File: config.mk
export PLATFORM = sky130hd
export DESIGN_NAME = mips_vector_engine
export DESIGN_NICKNAME = d
export VERILOG_FILES = /design/src/rtl/mips_vec_pkg.sv /design/src/rtl/mips_vec_buf.sv /design/src/rtl/mips_vector_engine.sv
export SDC_FILE = /design/constraint.sdc
export NUM_CORES = 1
export LEC_CHECK = 0
export BUFFER_PORTS_ARGS = -buffer_cell sky130_fd_sc_hd__buf_4
export CAP_MARGIN = 20
export CORE_MARGIN = 2
export CORE_UTILIZATION = 50
export DETAILED_ROUTE_END_ITERATION = 8
export PLACE_DENSITY = 0.65
export SLEW_MARGIN = 20
export SYNTH_ARGS = -nofsm -noshare
export SYNTH_HDL_FRONTEND = slang
export SYNTH_SLANG_ARGS = --single-unit
File: constraint.sdc
create_clock -name clk -period 15.6 [get_ports clk]
set_clock_uncertainty 0.1 [all_clocks]
set_input_delay 0.78 -clock clk [delete_from_list [all_inputs] [get_ports clk]]
set_output_delay 0.78 -clock clk [all_outputs]
set_load 0.01 [all_outputs]
File: src/rtl/mips_vec_pkg.sv
// Shared types for the mips vector engine: FSM states, check-select encoding
// and the packed vector-buffer entry.
package mips_vec_pkg;

   // Stored field width of a buffer entry; the top casts its DATA_W ports to it.
   localparam int VEC_DATA_W = 32;

   typedef enum logic [2:0] {
      S_IDLE  = 3'd0,
      S_PREP  = 3'd1,
      S_RUN   = 3'd2,
      S_DRAIN = 3'd3,
      S_DONE  = 3'd4
   } vec_state_t;

   typedef enum logic [1:0] {
      SEL_NONE = 2'd0,
      SEL_ALU  = 2'd1,
      SEL_WD   = 2'd2,
      SEL_PC   = 2'd3
   } vec_sel_t;

   typedef struct packed {
      logic [VEC_DATA_W-1:0] instr;
      logic [VEC_DATA_W-1:0] rdata;
      logic [VEC_DATA_W-1:0] exp_val;
      vec_sel_t              sel;
   } vec_entry_t;

endpackage

File: src/rtl/mips_vec_buf.sv
// Vector buffer: DEPTH packed entries, one write port, one asynchronous read port.
module mips_vec_buf
   import mips_vec_pkg::*;
#(
   parameter int DEPTH = 16
) (
   input  logic                     clk,
   input  logic                     we,
   input  logic [$clog2(DEPTH)-1:0] waddr,
   input  vec_entry_t               wdata,
   input  logic [$clog2(DEPTH)-1:0] raddr,
   output vec_entry_t               rdata
);
   localparam int IDX_W = $clog2(DEPTH);

   vec_entry_t mem [DEPTH];

   genvar gi;
   generate
      for (gi = 0; gi < DEPTH; gi++) begin : g_entry
         always_ff @(posedge clk) begin
            if (we && (waddr == IDX_W'(gi))) begin
               mem[gi] <= wdata;
            end
         end
      end
   endgenerate

   assign rdata = mem[raddr];

endmodule

File: src/rtl/mips_vector_engine.sv
// Stimulus-and-check engine for the single-cycle mips core: drives one buffered
// vector per cycle and scores results. Option macro: MIPS_VEC_HALT_ON_FAIL_EN.
module mips_vector_engine
   import mips_vec_pkg::*;
#(
   parameter int DATA_W  = 32,
   parameter int DEPTH   = 16,
   parameter int RST_CYC = 2
) (
   input  logic                       clk,
   input  logic                       reset,
   input  logic                       ld_valid,
   output logic                       ld_ready,
   input  logic [DATA_W-1:0]          ld_instr,
   input  logic [DATA_W-1:0]          ld_rdata,
   input  logic [DATA_W-1:0]          ld_expect,
   input  logic [1:0]                 ld_sel,
   input  logic                       clear,
   input  logic                       start,
   output logic                       busy,
   output logic                       done,
   output logic [$clog2(DEPTH):0]     pass_cnt,
   output logic [$clog2(DEPTH):0]     fail_cnt,
   output logic                       fail_seen,
   output logic [$clog2(DEPTH)-1:0]   first_fail_idx,
   output logic                       dut_reset,
   output logic [DATA_W-1:0]          dut_instr,
   output logic [DATA_W-1:0]          dut_readData,
   input  logic [DATA_W-1:0]          dut_pc,
   input  logic [DATA_W-1:0]          dut_aluout,
   input  logic [DATA_W-1:0]          dut_writeData,
   input  logic                       dut_memWrite
);
   localparam int IDX_W = $clog2(DEPTH);
   localparam int CNT_W = IDX_W + 1;
   localparam int RC_W  = $clog2(RST_CYC + 1);
`ifdef MIPS_VEC_HALT_ON_FAIL_EN
   localparam bit HALT = 1'b1;
`else
   localparam bit HALT = 1'b0;
`endif

   vec_state_t         state_reg, state_next;
   logic [CNT_W-1:0]   count_reg, pass_cnt_reg, fail_cnt_reg;
   logic [IDX_W-1:0]   idx_reg, first_fail_idx_reg, pc_idx_reg;
   logic [RC_W-1:0]    rst_cnt_reg;
   logic               fail_seen_reg, pc_pend_reg;
   logic [DATA_W-1:0]  pc_exp_reg;

   vec_entry_t wr_entry, rd_entry;
   logic       ld_we, vec_chk, vec_ok, pc_chk, pc_ok, any_fail, last_vec;

   assign wr_entry.instr   = VEC_DATA_W'(ld_instr);
   assign wr_entry.rdata   = VEC_DATA_W'(ld_rdata);
   assign wr_entry.exp_val = VEC_DATA_W'(ld_expect);
   assign wr_entry.sel     = vec_sel_t'(ld_sel);
   assign ld_we = (state_reg == S_IDLE) && ld_valid && ld_ready && !clear && !start;

   mips_vec_buf #(.DEPTH(DEPTH)) u_buf (
      .clk   (clk),
      .we    (ld_we),
      .waddr (count_reg[IDX_W-1:0]),
      .wdata (wr_entry),
      .raddr (idx_reg),
      .rdata (rd_entry)
   );

   // ALU/WD results belong to the vector on the bus now; PC results to the previous one.
   always_comb begin
      vec_chk = 1'b0;
      vec_ok  = 1'b0;
      if (state_reg == S_RUN) begin
         case (rd_entry.sel)
            SEL_ALU: begin
               vec_chk = 1'b1;
               vec_ok  = (dut_aluout == DATA_W'(rd_entry.exp_val));
            end
            SEL_WD: begin
               vec_chk = 1'b1;
               vec_ok  = dut_memWrite && (dut_writeData == DATA_W'(rd_entry.exp_val));
            end
            default: ;
         endcase
      end
   end

   assign pc_chk   = pc_pend_reg && ((state_reg == S_RUN) || (state_reg == S_DRAIN));
   assign pc_ok    = (dut_pc == pc_exp_reg);
   assign any_fail = (vec_chk && !vec_ok) || (pc_chk && !pc_ok);
   assign last_vec = ({1'b0, idx_reg} == (count_reg - CNT_W'(1)));

   always_ff @(posedge clk) begin
      if (reset) state_reg <= S_IDLE;
      else       state_reg <= state_next;
   end

   always_comb begin
      state_next = state_reg;
      case (state_reg)
         S_IDLE, S_DONE: begin
            if (clear)      state_next = S_IDLE;
            else if (start) state_next = (count_reg == '0) ? S_DONE : S_PREP;
         end
         S_PREP:  if (rst_cnt_reg == RC_W'(RST_CYC)) state_next = S_RUN;
         S_RUN: begin
            if (HALT && any_fail) state_next = S_DONE;
            else if (last_vec)    state_next = S_DRAIN;
         end
         S_DRAIN: state_next = S_DONE;
         default: state_next = S_IDLE;
      endcase
   end

   // The first PREP cycle keeps the core out of reset so the pulse is exactly RST_CYC long.
   always_comb begin
      busy         = (state_reg == S_PREP) || (state_reg == S_RUN) || (state_reg == S_DRAIN);
      done         = (state_reg == S_DONE);
      ld_ready     = (state_reg == S_IDLE) && (count_reg < CNT_W'(DEPTH));
      dut_reset    = (state_reg == S_PREP) && (rst_cnt_reg != '0);
      dut_instr    = '0;
      dut_readData = '0;
      if (state_reg == S_RUN) begin
         dut_instr    = DATA_W'(rd_entry.instr);
         dut_readData = DATA_W'(rd_entry.rdata);
      end
   end

   always_ff @(posedge clk) begin
      if (reset) begin
         count_reg          <= '0;
         idx_reg            <= '0;
         rst_cnt_reg        <= '0;
         pass_cnt_reg       <= '0;
         fail_cnt_reg       <= '0;
         fail_seen_reg      <= 1'b0;
         first_fail_idx_reg <= '0;
         pc_pend_reg        <= 1'b0;
         pc_exp_reg         <= '0;
         pc_idx_reg         <= '0;
      end else begin
         case (state_reg)
            S_IDLE, S_DONE: begin
               pc_pend_reg <= 1'b0;
               if (clear || start) begin
                  pass_cnt_reg       <= '0;
                  fail_cnt_reg       <= '0;
                  fail_seen_reg      <= 1'b0;
                  first_fail_idx_reg <= '0;
                  rst_cnt_reg        <= '0;
                  idx_reg            <= '0;
               end
               if (clear)      count_reg <= '0;
               else if (ld_we) count_reg <= count_reg + CNT_W'(1);
            end
            S_PREP: begin
               idx_reg <= '0;
               if (rst_cnt_reg != RC_W'(RST_CYC)) rst_cnt_reg <= rst_cnt_reg + RC_W'(1);
            end
            S_RUN, S_DRAIN: begin
               pass_cnt_reg <= pass_cnt_reg + CNT_W'(vec_chk && vec_ok) + CNT_W'(pc_chk && pc_ok);
               fail_cnt_reg <= fail_cnt_reg + CNT_W'(vec_chk && !vec_ok) + CNT_W'(pc_chk && !pc_ok);
               // A pending PC check always belongs to an earlier index than the live vector.
               if (any_fail && !fail_seen_reg) begin
                  fail_seen_reg      <= 1'b1;
                  first_fail_idx_reg <= (pc_chk && !pc_ok) ? pc_idx_reg : idx_reg;
               end
               pc_pend_reg <= (state_reg == S_RUN) && (rd_entry.sel == SEL_PC) &&
                              (state_next != S_DONE);
               pc_exp_reg  <= DATA_W'(rd_entry.exp_val);
               pc_idx_reg  <= idx_reg;
               if (state_reg == S_RUN) idx_reg <= idx_reg + IDX_W'(1);
            end
            default: ;
         endcase
      end
   end

   assign pass_cnt       = pass_cnt_reg;
   assign fail_cnt       = fail_cnt_reg;
   assign fail_seen      = fail_seen_reg;
   assign first_fail_idx = first_fail_idx_reg;

endmodule

[After elaboration in Yosys (flattened, before gate mapping)]
Memory sizes are Yosys's and may differ from the RTL's. A register that Yosys moved wholly into a read port is not among the register bits.
Cells that the tools add are included.
Word-level totals
  flip-flop bits (word level): 66
  bits in writable memories: 1568
  bits of input ports: 200
  output and inout bits: 83
  word-level logic and storage cells: 235
  memories kept: 1
Operators by class
  add/sub/neg operators: 8
  magnitude comparators: 1
  equal/unequal tests: 33
  multiplexer cells: 109
  reductions and logical operators: 72
Memories
  u_buf.mem: depth 16, width 98, read ports 1, clocked after memory_dff 1, write ports 1, line mips_vec_buf.sv:16  | vec_entry_t mem [DEPTH];
Operator list (count)
  two-way mux 98 bit: 15
  OR reduction 98 bit: 15
  equality test 32 bit: 3
  two-way mux 4 bit: 21
  two-way mux 32 bit: 2
  two-way mux 1 bit: 52
  equality test 4 bit (second input constant): 8
  logical AND 1 bit: 31
  adder 5 x 1 -> 5 bit: 4
  one-hot mux 5 bit (2 select lines): 2
  equality test 4 x 3 -> 1 bit (second input constant): 4
  two-way mux 3 bit: 5
  two-way mux 5 bit: 3
  one-hot mux 3 bit (4 select lines): 1
  one-hot mux 4 bit (3 select lines): 1
  AND reduction 3 bit: 3
  equality test 4 x 2 -> 1 bit (second input constant): 2
  != test 2 bit (second input constant): 4
  one-hot mux 4 bit (2 select lines): 1
  nonzero test 2 bit: 4
  equality test 2 bit (second input constant): 3
  equality test 3 x 2 -> 1 bit (second input constant): 2
  one-hot mux 1 bit (2 select lines): 3
  OR reduction 2 bit: 3
  other kinds (21): 31

[Longest topological paths before layout]
  depth in word-level cells: 24
  gate-level depth with buffers: 23
  gate-level depth less buffers: 17

[By module]
From an unflattened synthesis, not the netlist that was laid out.
Unflattened totals
  cells, all modules: 2976
  area total of the unflattened synthesis: 62989.2 um^2
Modules (own cells, without submodules)
  mips_vec_buf: times used 1, cells an instance 2412, area an instance 58554.9 um^2, sequential area each 47085.2 um^2
  mips_vector_engine: times used 1, cells an instance 564, area an instance 4434.3 um^2, sequential area each 1321.3 um^2

[Worst setup path before layout]
Ideal clock, no wire load.
  path kind: register to register
  start point: register state_reg[0]
  end point: memory u_buf.mem[12][0] in the netlist's numbering (enable)
  setup time: 0.556 ns
  data arrival time: 5.646 ns
  required time: 14.944 ns
  slack: 9.299 ns
  cell stages (with the launch flop): 7
  buffers on the path: 1
  period minus slack after synthesis: 6.301 ns
  cell sequence: dfxtp_1 > or2_2 > nor3_1 > and3_1 > clkbuf_1 > nand2_1 > nor2_1
On the way
  word-level cells in the longest chain between the ends: 24
  elaborated cells on any way between the ends: 99
  those cells by class: mux: 62; reduce/logical: 37
RTL lines
  start, declared: line mips_vector_engine.sv:43  | vec_state_t state_reg, state_next;
  start signal, assigned: line mips_vector_engine.sv:94  | else state_reg <= state_next;
  logical NOT 3 bit *: line mips_vector_engine.sv:118  | ld_ready = (state_reg == S_IDLE) && (count_reg < CNT_W'(DEPTH));
  logical AND 1 bit *: line mips_vector_engine.sv:118
  named net ld_ready: line mips_vector_engine.sv:13  | output logic ld_ready,
  logical AND 1 bit * (3 in a row): line mips_vector_engine.sv:57  | assign ld_we = (state_reg == S_IDLE) && ld_valid && ld_ready && !clear && !start;
  logical AND 1 bit: line mips_vec_buf.sv:22  | if (we && (waddr == IDX_W'(gi))) begin
  two-way mux 1 bit: line mips_vec_buf.sv:22
  two-way mux 1 bit (not written as such): line mips_vec_buf.sv:23  | mem[gi] <= wdata;
  OR reduction 98 bit (no source line)
  two-way mux 4 bit (no source line) / two-way mux 1 bit (equally long branches) (15 in a row)
  end, declared: line mips_vec_buf.sv:16
Mark *: on every way through the listed nets, which the timed path passes. The rest lies on a longest branch.

==> results.json <==
{
  "finalSetupViolations": 0,
  "grt_usage_pct": 23.59,
  "largest_reg_flops": 1568,
  "tightest_slew_ns": 1.127,
  "holdWs_ns": 0.1798,
  "rows": 131,
  "gp_congestion": 0.9071,
  "ir_worst_vdd_v": 0.0001277,
  "power.total_uw": 8695,
  "period_minus_slack_ns": 6.771,
  "ant_nets": 0,
  "cp.required_ns": 14.72,
  "io_pins": 283,
  "final_hold_viol_count": 0,
  "relSlewSlack_pct": 24.85,
  "rsz0062_at_grt": "false",
  "arrival_ns": 5.89,
  "clk_pin_slew_worst_paths_ns": 0.06,
  "drt_wl_total_um": 153400,
  "area_growth_pct": 14.31,
  "grt_max_degree": 123,
  "post_cts_buffers": 0,
  "crit_path_start_kind": "register",
  "cts_sinks": 1638,
  "postSynth.asyncResetShare_pct": 0,
  "synth_flop_cell": "edfxtp_1",
  "r2r-end": "pass_cnt[4]$_SDFFE_PP0P_",
  "io_buffers": 282,
  "finalNonFillerCells": 5090,
  "syn-instance-count": 2951,
  "ff2ff_path_depth": 15,
  "syn_area_sq_mm": 0.06405,
  "drc": 0,
  "nets": 3508,
  "highest_layer": "met5",
  "start_util_pct": 50.29,
  "max-cap-violations": 0,
  "final_common_cell": "edfxtp_1",
  "leakage_uw": 0.02274,
  "dieArea_sq_mm": 0.1310,
  "vias": 31160,
  "placed_area_sq_mm": 0.06813,
  "synth_top_area_share_pct": 73.51,
  "routed_via_density": 6.122,
  "wl_met1_um": 63950,
  "drtPass1Iterations": 7,
  "clk_latency_ns": 0.79,
  "status": "finished, final reports clean",
  "max_freq_ghz": 0.1477,
  "cts_tree": "built",
  "synth-edff-count": 1568,
  "placed_cells": 4787,
  "routed-wl-met2_um": 73750,
  "final_cell_area_sq_mm": 0.07322,
  "synth_seq_cells": 1638,
  "coreArea_sq_mm": 0.1274,
  "cp_max_fo": 71,
  "most-common-layout-cells": "edfxtp_1 (1,568), mux4_2 (436), buf_4 (304)",
  "drv_slew": 0,
  "avgSynthCellArea_sq_um": 21.71,
  "grt.overflow.total": 0,
  "end_kind": "output pin",
  "tns_ns": 0,
  "ff2ff_setup_slack_ns": 9.62,
  "path_class": "reg2out",
  "synth_area_leaders": "edfxtp_1 (74%), mux4_2 (15%), dfxtp_1 (2.2%)",
  "fillers": 9177,
  "postCtsHoldBufs": 0,
  "ctsResizeCount": 0,
  "fp.dieH_um": 361.9,
  "root_buffer": "clkbuf_16",
  "grt_pass1_wl_um": 220900,
  "dp_hpwl_um": 77230,
  "hold_class": "in2reg",
  "final_layout_size_suffix_gt1_share_pct": 29.83,
  "holdPathStages": 1,
  "htreeDepth": 4,
  "cts_buffers": 166,
  "dr.first_iter.drc_count": 3085,
  "post-route-period-util_pct": 43.40,
  "syn-num-nets": 3166,
  "wl_per_cell_um": 30.14,
  "cp-endpoint": "dut_readData[29]",
  "synth_top_cell_by_area": "edfxtp_1",
  "grt_pass1_vias": 32110,
  "dr_wl_met3_um": 12080,
  "ff_latch_area_sq_mm": 0.04850,
  "die_w_um": 361.9,
  "multiInputGateArea_sq_mm": 0.01488,
  "ys_warn_count": 0,
  "clock_path_buffers": 3,
  "synth_cell_types": 71,
  "power.density_mw_per_mm2": 118.8,
  "seq_area_frac_synth_pct": 75.70,
  "antenna_found_initial": 21
}
==> logic make-up (layout without fill, tap and decap cells) <==
kind of cell             Yosys count  after routing  share of synthesized area, %
multiplexers                     546            546                         17.07
AND/OR/NAND/NOR                  347            347                         2.692
AO/OA/AOI/OAI                    132            132                         1.418
buffers and inverters            163            631                         1.285
XOR/XNOR                         110            110                         1.516
adder cells (fa/ha/maj)           15             15                        0.3165
flip-flops                      1638           1638                         75.70
other                              0              9                             0
==> report_power, final <==
part,internal (uW),switching [uW]
registers,4820,3.07
logic,62.0,99.2
clock network,2110,1600
total,7000,1700
==> cells in the mapped netlist (11+ instances only) <==
cell type	instances
xnor2_1	80
buf_6	14
mux4_2	436
and2_1	66
nand4_1	20
nand3_1	16
a211oi_1	11
xor2_1	29
nor4_1	12
nor2_1	75
ha_1	13
a21oi_1	45
buf_4	14
nor3_1	16
buf_2	42
edfxtp_1	1568
dfxtp_1	70
buf_1	14
nand2_1	101
inv_1	12
a22oi_1	14
clkbuf_1	63
mux2i_1	101
==> through the flow <==
stage / util [%] / worst slack, ns
after detailed placement: 53.50 / 9.438
after global routing: 57.49 / 8.502
final: 57.49 / 8.829
after global placement: 53.48 / 9.413
after floorplan: - / 9.299
after CTS: 57.47 / 8.686
==> final cells by class <==
| type | instances | share of cell area (%) |
|---|---|---|
| multi-input combinational | 1150 | 20.33 |
| tap | 1662 | 2.840 |
| timing repair buffer | 322 | 3.573 |
| inverter | 15 | 0.08373 |
| clock buffer | 217 | 6.109 |
| antenna | 9 | 0.03076 |
| clock inverter | 77 | 0.7963 |
| sequential | 1638 | 66.24 |
==> critical path, cell delays in order, from the launching register on <==
cell and delay [ns]:
dfxtp_4 0.85, buf_4 0.94, buf_4 0.87, buf_4 0.93, mux4_2 0.42, mux4_2 0.48
and2_1 0.26, buf_4 0.18
==> per-layer routing <==
layer,up-vias,GRT usage [%]
met3,248,5.474
met4,24,6.977
met5,-,0
met2,1260,37.32
li1,12940,-
met1,16680,33.08
==> worst min-delay path by stage <==
stage / slack, ns / start / end
after detailed placement: 0.35 / pc_idx_reg[2]$_SDFFE_PP0N_ / pc_idx_reg[2]$_SDFFE_PP0N_
after global routing: 0.16 / ld_rdata[14] / u_buf.mem[13][48]$_DFFE_PP_
after floorplan: 0.34 / pc_idx_reg[0]$_SDFFE_PP0N_ / pc_idx_reg[0]$_SDFFE_PP0N_
final: 0.18 / ld_rdata[14] / u_buf.mem[13][48]$_DFFE_PP_
after global placement: 0.34 / pc_idx_reg[3]$_SDFFE_PP0N_ / pc_idx_reg[3]$_SDFFE_PP0N_
after CTS: 0.12 / ld_rdata[14] / u_buf.mem[13][48]$_DFFE_PP_
No activity file was read; power rests on OpenSTA's default activity.
